`config.mk`:
```
export PLATFORM = sky130hd
export DESIGN_NAME = i2c_codec_responder
export DESIGN_NICKNAME = d
export VERILOG_FILES = /design/src/rtl/i2c_codec_pkg.sv /design/src/rtl/i2c_bus_sync.sv /design/src/rtl/i2c_codec_responder.sv
export SDC_FILE = /design/constraint.sdc
export NUM_CORES = 1
export LEC_CHECK = 0
export ABC_AREA = 0
export CORE_AREA = 2 2 130 132
export DETAILED_ROUTE_END_ITERATION = 8
export DIE_AREA = 0 0 132 134
export GPL_TIMING_DRIVEN = 0
export PLACE_DENSITY = 0.81
export SLEW_MARGIN = 20
export SYNTH_ARGS = -nofsm -noshare
export SYNTH_HDL_FRONTEND = slang
export SYNTH_SLANG_ARGS = --single-unit
```
`constraint.sdc`:
```
create_clock -name clk -period 3.2 [get_ports clk]
set_input_delay 0.48 -clock clk [delete_from_list [all_inputs] [get_ports clk]]
set_output_delay 0.48 -clock clk [all_outputs]
set_load 0.02 [all_outputs]
```
`src/rtl/i2c_codec_pkg.sv`:
```
// rtl/i2c_codec_pkg.sv - shared types, constants and register defaults for the codec I2C responder
// Read-back states exist only when I2C_CODEC_RESP_READ_EN is defined.
package i2c_codec_pkg;

    localparam logic [6:0] DEV_ADDR_DEFAULT = 7'h1A;
    localparam logic [6:0] SW_RESET_REG     = 7'h0F;

    typedef enum logic [3:0] {
        ST_IDLE,
        ST_ADDR,
        ST_ACK_A,
        ST_BYTE0,
        ST_ACK_0,
        ST_BYTE1,
        ST_ACK_1,
        ST_IGNORE
`ifdef I2C_CODEC_RESP_READ_EN
        ,
        ST_RD_HI,
        ST_RACK_HI,
        ST_RD_LO,
        ST_RACK_LO
`endif
    } state_e;

    function automatic logic [8:0] reg_default(input logic [3:0] idx);
        case (idx)
            4'd0, 4'd1: return 9'h097;
            4'd2, 4'd3: return 9'h079;
            4'd4:       return 9'h00A;
            4'd5:       return 9'h008;
            4'd6:       return 9'h09F;
            4'd7:       return 9'h00A;
            default:    return 9'h000;
        endcase
    endfunction

endpackage

```
`src/rtl/i2c_bus_sync.sv`:
```
// rtl/i2c_bus_sync.sv - SCL/SDA synchronizers with registered edge, START and STOP pulses
module i2c_bus_sync #(
    parameter int SYNC_STAGES = 2
) (
    input  logic clk,
    input  logic reset,
    input  logic scl_in,
    input  logic sda_in,
    output logic sda,
    output logic scl_rise,
    output logic scl_fall,
    output logic start_det,
    output logic stop_det
);

    logic [SYNC_STAGES-1:0] scl_sync_q, scl_sync_d;
    logic [SYNC_STAGES-1:0] sda_sync_q, sda_sync_d;
    logic                   scl_prev_q, scl_prev_d;
    logic                   sda_prev_q, sda_prev_d;
    logic                   sda_q, sda_d;
    logic [3:0]             evt_q, evt_d;
    logic                   scl_s, sda_s, scl_chg;

    // An SCL edge in the same cycle as an SDA edge is a data change, never START/STOP.
    always_comb begin
        scl_s      = scl_sync_q[SYNC_STAGES-1];
        sda_s      = sda_sync_q[SYNC_STAGES-1];
        scl_chg    = scl_s ^ scl_prev_q;
        scl_sync_d = {scl_sync_q[SYNC_STAGES-2:0], scl_in};
        sda_sync_d = {sda_sync_q[SYNC_STAGES-2:0], sda_in};
        scl_prev_d = scl_s;
        sda_prev_d = sda_s;
        sda_d      = sda_s;
        evt_d[0]   = scl_s & ~scl_prev_q;
        evt_d[1]   = ~scl_s & scl_prev_q;
        evt_d[2]   = scl_s & ~scl_chg & sda_prev_q & ~sda_s;
        evt_d[3]   = scl_s & ~scl_chg & ~sda_prev_q & sda_s;
    end

    always_ff @(posedge clk) begin
        if (reset) begin
            scl_sync_q <= '1;
            sda_sync_q <= '1;
            scl_prev_q <= 1'b1;
            sda_prev_q <= 1'b1;
            sda_q      <= 1'b1;
            evt_q      <= '0;
        end else begin
            scl_sync_q <= scl_sync_d;
            sda_sync_q <= sda_sync_d;
            scl_prev_q <= scl_prev_d;
            sda_prev_q <= sda_prev_d;
            sda_q      <= sda_d;
            evt_q      <= evt_d;
        end
    end

    assign sda       = sda_q;
    assign scl_rise  = evt_q[0];
    assign scl_fall  = evt_q[1];
    assign start_det = evt_q[2];
    assign stop_det  = evt_q[3];

endmodule

```
`src/rtl/i2c_codec_responder.sv`:
```
// rtl/i2c_codec_responder.sv - write-only codec control-port I2C target with shadow register file
// Define I2C_CODEC_RESP_READ_EN to add the two-byte register read-back path.
module i2c_codec_responder
    import i2c_codec_pkg::*;
#(
    parameter logic [6:0] DEV_ADDR    = DEV_ADDR_DEFAULT,
    parameter int         NUM_REGS    = 16,
    parameter int         SYNC_STAGES = 2
) (
    input  logic       clk,
    input  logic       reset,
    input  logic       i2c_sclk,
    input  logic       i2c_sdat_in,
    output logic       i2c_sdat_oe,
    output logic       reg_wr_stb,
    output logic [6:0] reg_wr_addr,
    output logic [8:0] reg_wr_data,
    input  logic [3:0] mon_addr,
    output logic [8:0] mon_data,
    output logic       busy,
    output logic [7:0] nack_cnt
);

    localparam logic [7:0] NUM_REGS_W = 8'(NUM_REGS);

    logic sda, scl_rise, scl_fall, start_det, stop_det;

    state_e     state_q, state_d;
    logic [2:0] bit_cnt_q, bit_cnt_d;
    logic [6:0] shift_q, shift_d;
    logic [6:0] reg_addr_q, reg_addr_d;
    logic       data8_q, data8_d;
    logic       extra_q, extra_d;
    logic       oe_q, oe_d;
    logic       busy_q, busy_d;
    logic       wr_stb_q, wr_stb_d;
    logic [6:0] wr_addr_q, wr_addr_d;
    logic [8:0] wr_data_q, wr_data_d;
    logic [7:0] nack_cnt_q, nack_cnt_d;
    logic       nack_inc;
    logic [8:0] regs_q [16];
    logic [8:0] regs_d [16];
`ifdef I2C_CODEC_RESP_READ_EN
    logic       rd_q, rd_d;
    logic [7:0] tx_q, tx_d;
    logic [7:0] rd_hi_byte, rd_lo_byte;

    assign rd_hi_byte = {reg_addr_q, regs_q[reg_addr_q[3:0]][8]};
    assign rd_lo_byte = regs_q[reg_addr_q[3:0]][7:0];
`endif

    i2c_bus_sync #(
        .SYNC_STAGES(SYNC_STAGES)
    ) u_sync (
        .clk      (clk),
        .reset    (reset),
        .scl_in   (i2c_sclk),
        .sda_in   (i2c_sdat_in),
        .sda      (sda),
        .scl_rise (scl_rise),
        .scl_fall (scl_fall),
        .start_det(start_det),
        .stop_det (stop_det)
    );

    always_comb begin
        state_d    = state_q;
        bit_cnt_d  = bit_cnt_q;
        shift_d    = shift_q;
        reg_addr_d = reg_addr_q;
        data8_d    = data8_q;
        extra_d    = extra_q;
        oe_d       = oe_q;
        busy_d     = busy_q;
        wr_stb_d   = 1'b0;
        wr_addr_d  = wr_addr_q;
        wr_data_d  = wr_data_q;
        nack_inc   = 1'b0;
`ifdef I2C_CODEC_RESP_READ_EN
        rd_d       = rd_q;
        tx_d       = tx_q;
`endif
        if (stop_det) begin
            state_d = ST_IDLE;
            busy_d  = 1'b0;
            oe_d    = 1'b0;
        end else if (start_det) begin
            state_d   = ST_ADDR;
            busy_d    = 1'b1;
            oe_d      = 1'b0;
            bit_cnt_d = 3'd0;
            extra_d   = 1'b0;
        end else begin
            case (state_q)
                ST_ADDR, ST_BYTE0, ST_BYTE1: begin
                    if (scl_rise) begin
                        shift_d   = {shift_q[5:0], sda};
                        bit_cnt_d = bit_cnt_q + 3'd1;
                        // On the 8th bit the full byte is {shift_q, sda}.
                        if (bit_cnt_q == 3'd7) begin
                            if (state_q == ST_ADDR) begin
                                if (shift_q == DEV_ADDR && !sda) begin
                                    state_d = ST_ACK_A;
`ifdef I2C_CODEC_RESP_READ_EN
                                    rd_d    = 1'b0;
                                end else if (shift_q == DEV_ADDR) begin
                                    state_d = ST_ACK_A;
                                    rd_d    = 1'b1;
`endif
                                end else begin
                                    state_d  = ST_IGNORE;
                                    nack_inc = 1'b1;
                                end
                            end else if (state_q == ST_BYTE0) begin
                                if ({1'b0, shift_q} < NUM_REGS_W) begin
                                    reg_addr_d = shift_q;
                                    data8_d    = sda;
                                    state_d    = ST_ACK_0;
                                end else begin
                                    state_d  = ST_IGNORE;
                                    nack_inc = 1'b1;
                                end
                            end else if (extra_q) begin
                                state_d  = ST_IGNORE;
                                nack_inc = 1'b1;
                            end else begin
                                wr_stb_d  = 1'b1;
                                wr_addr_d = reg_addr_q;
                                wr_data_d = {data8_q, shift_q, sda};
                                state_d   = ST_ACK_1;
                            end
                        end
                    end
                end
                ST_ACK_A, ST_ACK_0, ST_ACK_1: begin
                    // bit_cnt 0: waiting for the fall that ends bit 8; 1: ACK driven.
                    if (scl_fall && bit_cnt_q == 3'd0) begin
                        oe_d      = 1'b1;
                        bit_cnt_d = 3'd1;
                    end else if (scl_fall) begin
                        oe_d      = 1'b0;
                        bit_cnt_d = 3'd0;
                        if (state_q == ST_ACK_A) begin
                            state_d = ST_BYTE0;
`ifdef I2C_CODEC_RESP_READ_EN
                            if (rd_q) begin
                                state_d = ST_RD_HI;
                                tx_d    = rd_hi_byte;
                                oe_d    = ~rd_hi_byte[7];
                            end
`endif
                        end else if (state_q == ST_ACK_0) begin
                            state_d = ST_BYTE1;
                        end else begin
                            state_d = ST_BYTE1;
                            extra_d = 1'b1;
                        end
                    end
                end
`ifdef I2C_CODEC_RESP_READ_EN
                ST_RD_HI, ST_RD_LO: begin
                    if (scl_fall && bit_cnt_q == 3'd7) begin
                        oe_d      = 1'b0;
                        bit_cnt_d = 3'd0;
                        state_d   = (state_q == ST_RD_HI) ? ST_RACK_HI : ST_RACK_LO;
                    end else if (scl_fall) begin
                        tx_d      = {tx_q[6:0], 1'b1};
                        oe_d      = ~tx_q[6];
                        bit_cnt_d = bit_cnt_q + 3'd1;
                    end
                end
                ST_RACK_HI: begin
                    if (scl_rise) begin
                        if (sda) state_d = ST_IGNORE;
                        else     bit_cnt_d = 3'd1;
                    end else if (scl_fall && bit_cnt_q == 3'd1) begin
                        state_d   = ST_RD_LO;
                        bit_cnt_d = 3'd0;
                        tx_d      = rd_lo_byte;
                        oe_d      = ~rd_lo_byte[7];
                    end
                end
                ST_RACK_LO: begin
                    if (scl_rise) state_d = ST_IGNORE;
                end
`endif
                default: ;
            endcase
        end
        nack_cnt_d = (nack_inc && nack_cnt_q != 8'hFF) ? nack_cnt_q + 8'd1 : nack_cnt_q;
    end

    // The file updates one cycle after the strobe, from the registered write.
    always_comb begin
        regs_d = regs_q;
        if (wr_stb_q) begin
            if (wr_addr_q == SW_RESET_REG) begin
                for (int i = 0; i < 16; i++) regs_d[i] = reg_default(4'(i));
            end else begin
                regs_d[wr_addr_q[3:0]] = wr_data_q;
            end
        end
    end

    always_ff @(posedge clk) begin
        if (reset) begin
            state_q    <= ST_IDLE;
            bit_cnt_q  <= 3'd0;
            shift_q    <= 7'd0;
            reg_addr_q <= 7'd0;
            data8_q    <= 1'b0;
            extra_q    <= 1'b0;
            oe_q       <= 1'b0;
            busy_q     <= 1'b0;
            wr_stb_q   <= 1'b0;
            wr_addr_q  <= 7'd0;
            wr_data_q  <= 9'd0;
            nack_cnt_q <= 8'd0;
            for (int i = 0; i < 16; i++) regs_q[i] <= reg_default(4'(i));
`ifdef I2C_CODEC_RESP_READ_EN
            rd_q       <= 1'b0;
            tx_q       <= 8'hFF;
`endif
        end else begin
            state_q    <= state_d;
            bit_cnt_q  <= bit_cnt_d;
            shift_q    <= shift_d;
            reg_addr_q <= reg_addr_d;
            data8_q    <= data8_d;
            extra_q    <= extra_d;
            oe_q       <= oe_d;
            busy_q     <= busy_d;
            wr_stb_q   <= wr_stb_d;
            wr_addr_q  <= wr_addr_d;
            wr_data_q  <= wr_data_d;
            nack_cnt_q <= nack_cnt_d;
            regs_q     <= regs_d;
`ifdef I2C_CODEC_RESP_READ_EN
            rd_q       <= rd_d;
            tx_q       <= tx_d;
`endif
        end
    end

    assign i2c_sdat_oe = oe_q;
    assign reg_wr_stb  = wr_stb_q;
    assign reg_wr_addr = wr_addr_q;
    assign reg_wr_data = wr_data_q;
    assign mon_data    = regs_q[mon_addr];
    assign busy        = busy_q;
    assign nack_cnt    = nack_cnt_q;

endmodule

```
==> key figures <==
Timing
  • Final Hold Fails: 0
  • Max-Slew Margin vs Limit: 49.2%
  • Final setup fails: 0
  • Final Max Tran Viols: 0
  • Final Critical Period: 3110 ps
  • Skew final: between 20 and 25 ps
  • Achievable frequency: between 0.3 and 0.4 GHz
  • Fin crit share: between 90 and 100%
  • Setup_tns: 0 ps
  • RSZ-0062 raised after global routing: false
  • Slew at the pin closest to its max-slew limit: about 760 ps
  • Hold Worst Slack: about 410 ps

Yosys
  • Synth Register Bits: roughly 200
  • Sequential cell area fraction in the yosys report: 46.3%
  • Post-synthesis cell count: 980
  • Area fraction of the dominant cell type after synthesis: 46.3%
  • Most frequent cell after synthesis: nor2_1
  • Mean Syn Cell Area: 8.96 um2
  • Cell variety after synth: between 40 and 50
  • Synth area leader: dfxtp_1
  • Mapped cell area: slightly below 0.009 mm2
  • Top_reg_cell synth: dfxtp_1
  • Syn. warnings: 0
  • Syn nets: ~1000
  • Post-synth EDFFs: 0
  • Post-synth top cells: nor2_1 (300), dfxtp_1 (203), a31oi_1 (107)
  • Fraction of registers with async set/reset: 0%
  • Ranking of synthesized cells by area: dfxtp_1 (46%), nor2_1 (13%), mux4_2 (12%)

Pwr
  • Clk pwr share: about half
  • Internal power: 4280 uW
  • Combinational Power Share: 3.2%
  • Maximum vdd drop: roughly 0.00044 V
  • Leakage power: 0.00389 uW
  • P_sw: approximately 1100 uW
  • PwrDens: 529 mW/mm2
  • Total power: around 5400 uW
  • Sw frac: 20.9%
  • Sequential fraction of design power: between 40% and 50%

Routing
  • 1st-iter DRT viols: ~1100
  • DRT Wirelength: around 25000 um
  • Via count: between 7000 and 8000
  • Vias per cell: slightly above 6
  • DR pass1 iterations: 6
  • Final ANT Viol Nets: 0
  • DRC: 0
  • Routed wire per std cell: ~20 um

Finish
  • Fill cell count: 1355
  • Post-layout net count: ~1100
  • Layout cells sized above 1: between 10% and 20%
  • Synth-to-Final Area Change: 16.6%
  • Area of the multi-input gates: approximately 0.0043 mm2
  • Register area: about 0.0041 mm2
  • Antenna cells: 0

CTS
  • H-tree Lvls: 1
  • Setup Buffers After CTS: 0
  • Total CTS buffers: 22
  • Maximum buffer depth of the clock tree: 3
  • Clock sink count: roughly 200
  • Hold_buf cts: 0
  • CTS clk-pin slew, worst paths: about 60 ps
  • Clock root buffer master: clkbuf_16
  • Latest clock arrival within the worst-skew pair: ~500 ps
  • TritonCTS clock tree: built

Worst setup path
  • Crit path launch type: input pin
  • Worst EP arrival: roughly 2600 ps
  • Critical Path RT: 2720 ps
  • Crit path capture type: primary output
  • Crit path max fanout: 10
  • CP Class: in -> out

Placement
  • IO buf count: 38
  • Placer congestion estimate: between 0.9 and 1
  • Post-DP HPWL: roughly 17000 um

Global routing
  • Global-route wire length before repair: approximately 40000 um
  • Antenna violations before repair: 0
  • Grt met1 use: 37.9%
  • Total congestion overflow: 0
  • All-Layer GR Usage: ~28%
  • Met2 usage: between 40 and 50%
  • Largest net degree at the start of global routing: 14
  • M3 GR Usage: 5.71%
  • Vias in the first global route: 7332
  • GR peak layer: met2

Floorplanning
  • Starting density of the core: approximately 54%
  • Die width: 132 um
  • Core ar.: 0.0163 mm2
  • Die height: roughly 130 um
  • Io pins: 44
  • FP Rows: 47
  • Total die area: between 0.015 and 0.02 mm2

Outcome
  • Outcome: finished, final reports clean

Flow run
  • Max cap viols: 0

Min path
  • HP Class: reg -> reg
## worst paths after layout
check	end	slack [ps]	from	cells after the start
setup / recovery	mon_data[5]	90	mon_addr[1]	6
hold / removal	u_sync.scl_sync_q[1]	410	u_sync.scl_sync_q[0]	1
setup reg to reg	regs_q[109]	830	reg_wr_addr[1]	6
hold reg to reg	u_sync.scl_sync_q[1]	410	u_sync.scl_sync_q[0]	1
## through the flow
step / setup WS [ps] / area, um2 / util, % / cells
finish: 88.3 / 10200 / 62.8 / 1276
global route: 23.6 / 10200 / 62.8 / 1276
CTS: 23.4 / 10200 / 62.8 / 1276
detailed placement: -152 / 9430 / 57.9 / 1238
global placement: -157 / 9430 / 57.9 / 1238
floorplan: 637 / 8780 / - / 980
## registers in the layout (all words and copies together), names as in the netlist
name / count
u_sync.sda_prev_q: 1
u_sync.scl_prev_q: 1
u_sync.scl_sync_q: 2
reg_addr_q: 7
reg_wr_stb: 1
shift_q: 7
data8_q: 1
extra_q: 1
bit_cnt_q: 3
u_sync.sda_sync_q: 2
state_q: 3
nack_cnt: 8
busy: 1
u_sync.evt_q: 4
i2c_sdat_oe: 1
regs_q: 144
reg_wr_addr: 7
reg_wr_data: 9
## final cells by class
class,count,area share (%)
plain buffers,81,3.63
well taps,220,2.69
flip-flops and latches,203,39.7
clock inverters,5,0.978
multi-input cells,689,42.5
clock buffers,33,6.58
inverters,7,0.257
repair buffers,38,3.72
## logic make-up (layout without fill, tap and decap cells)
logic type,after synthesis,after routing,synth area share [%]
and+or+nand+nor,406,406,19.6
muxes,81,81,15.7
AOI/OAI and AO/OA,198,198,13.7
DFF,203,203,46.3
buffers and inverters,88,164,4.22
adders and majority gates,4,4,0.570
## metal layers
layer | routed length (um) | vias to the layer above
li1 | - | 3582
met1 | 10200 | 3738
met2 | 11500 | 412
met3 | 2280 | 88
met4 | 1080 | 0
met5 | 0 | -
## worst max-delay path: stages
cell,delay [ps]
clkbuf_4,210
buf_4,240
buf_4,250
mux4_2,360
mux4_2,530
clkdlybuf4s50_1,560
## cell usage in the layout, fill, tap and decap left out, drive strengths merged, types with 13 or more instances in the layout
cell           synthesis  final
a21oi                 31     31
a31oi                107    107
buf                   32     30
clkbuf                49     84
clkdlybuf4s50          0     38
dfxtp                203    203
mux2i                 36     36
mux4                  45     45
nand2                 42     42
nor2                 301    301
o21ai                 38     38
or2                   13     13
## repair_timing
action | CTS | global route
endpoints found under the hold margin | 0 | 0
gates cloned | 0 | 0
setup endpoints to repair | 9 | 8
gates resized for setup | 8 | 2
## power by group through the flow
stage                     registers, uW  clock network, uW  logic, uW
after global routing               2540               2810        187
after global placement             2590                  0        167
after detailed placement           2590                  0        169
after CTS                          2540               2710        174
final                              2540               2710        175
after floorplan                    2590                  0        115
No activity file was read; power rests on OpenSTA's default activity.
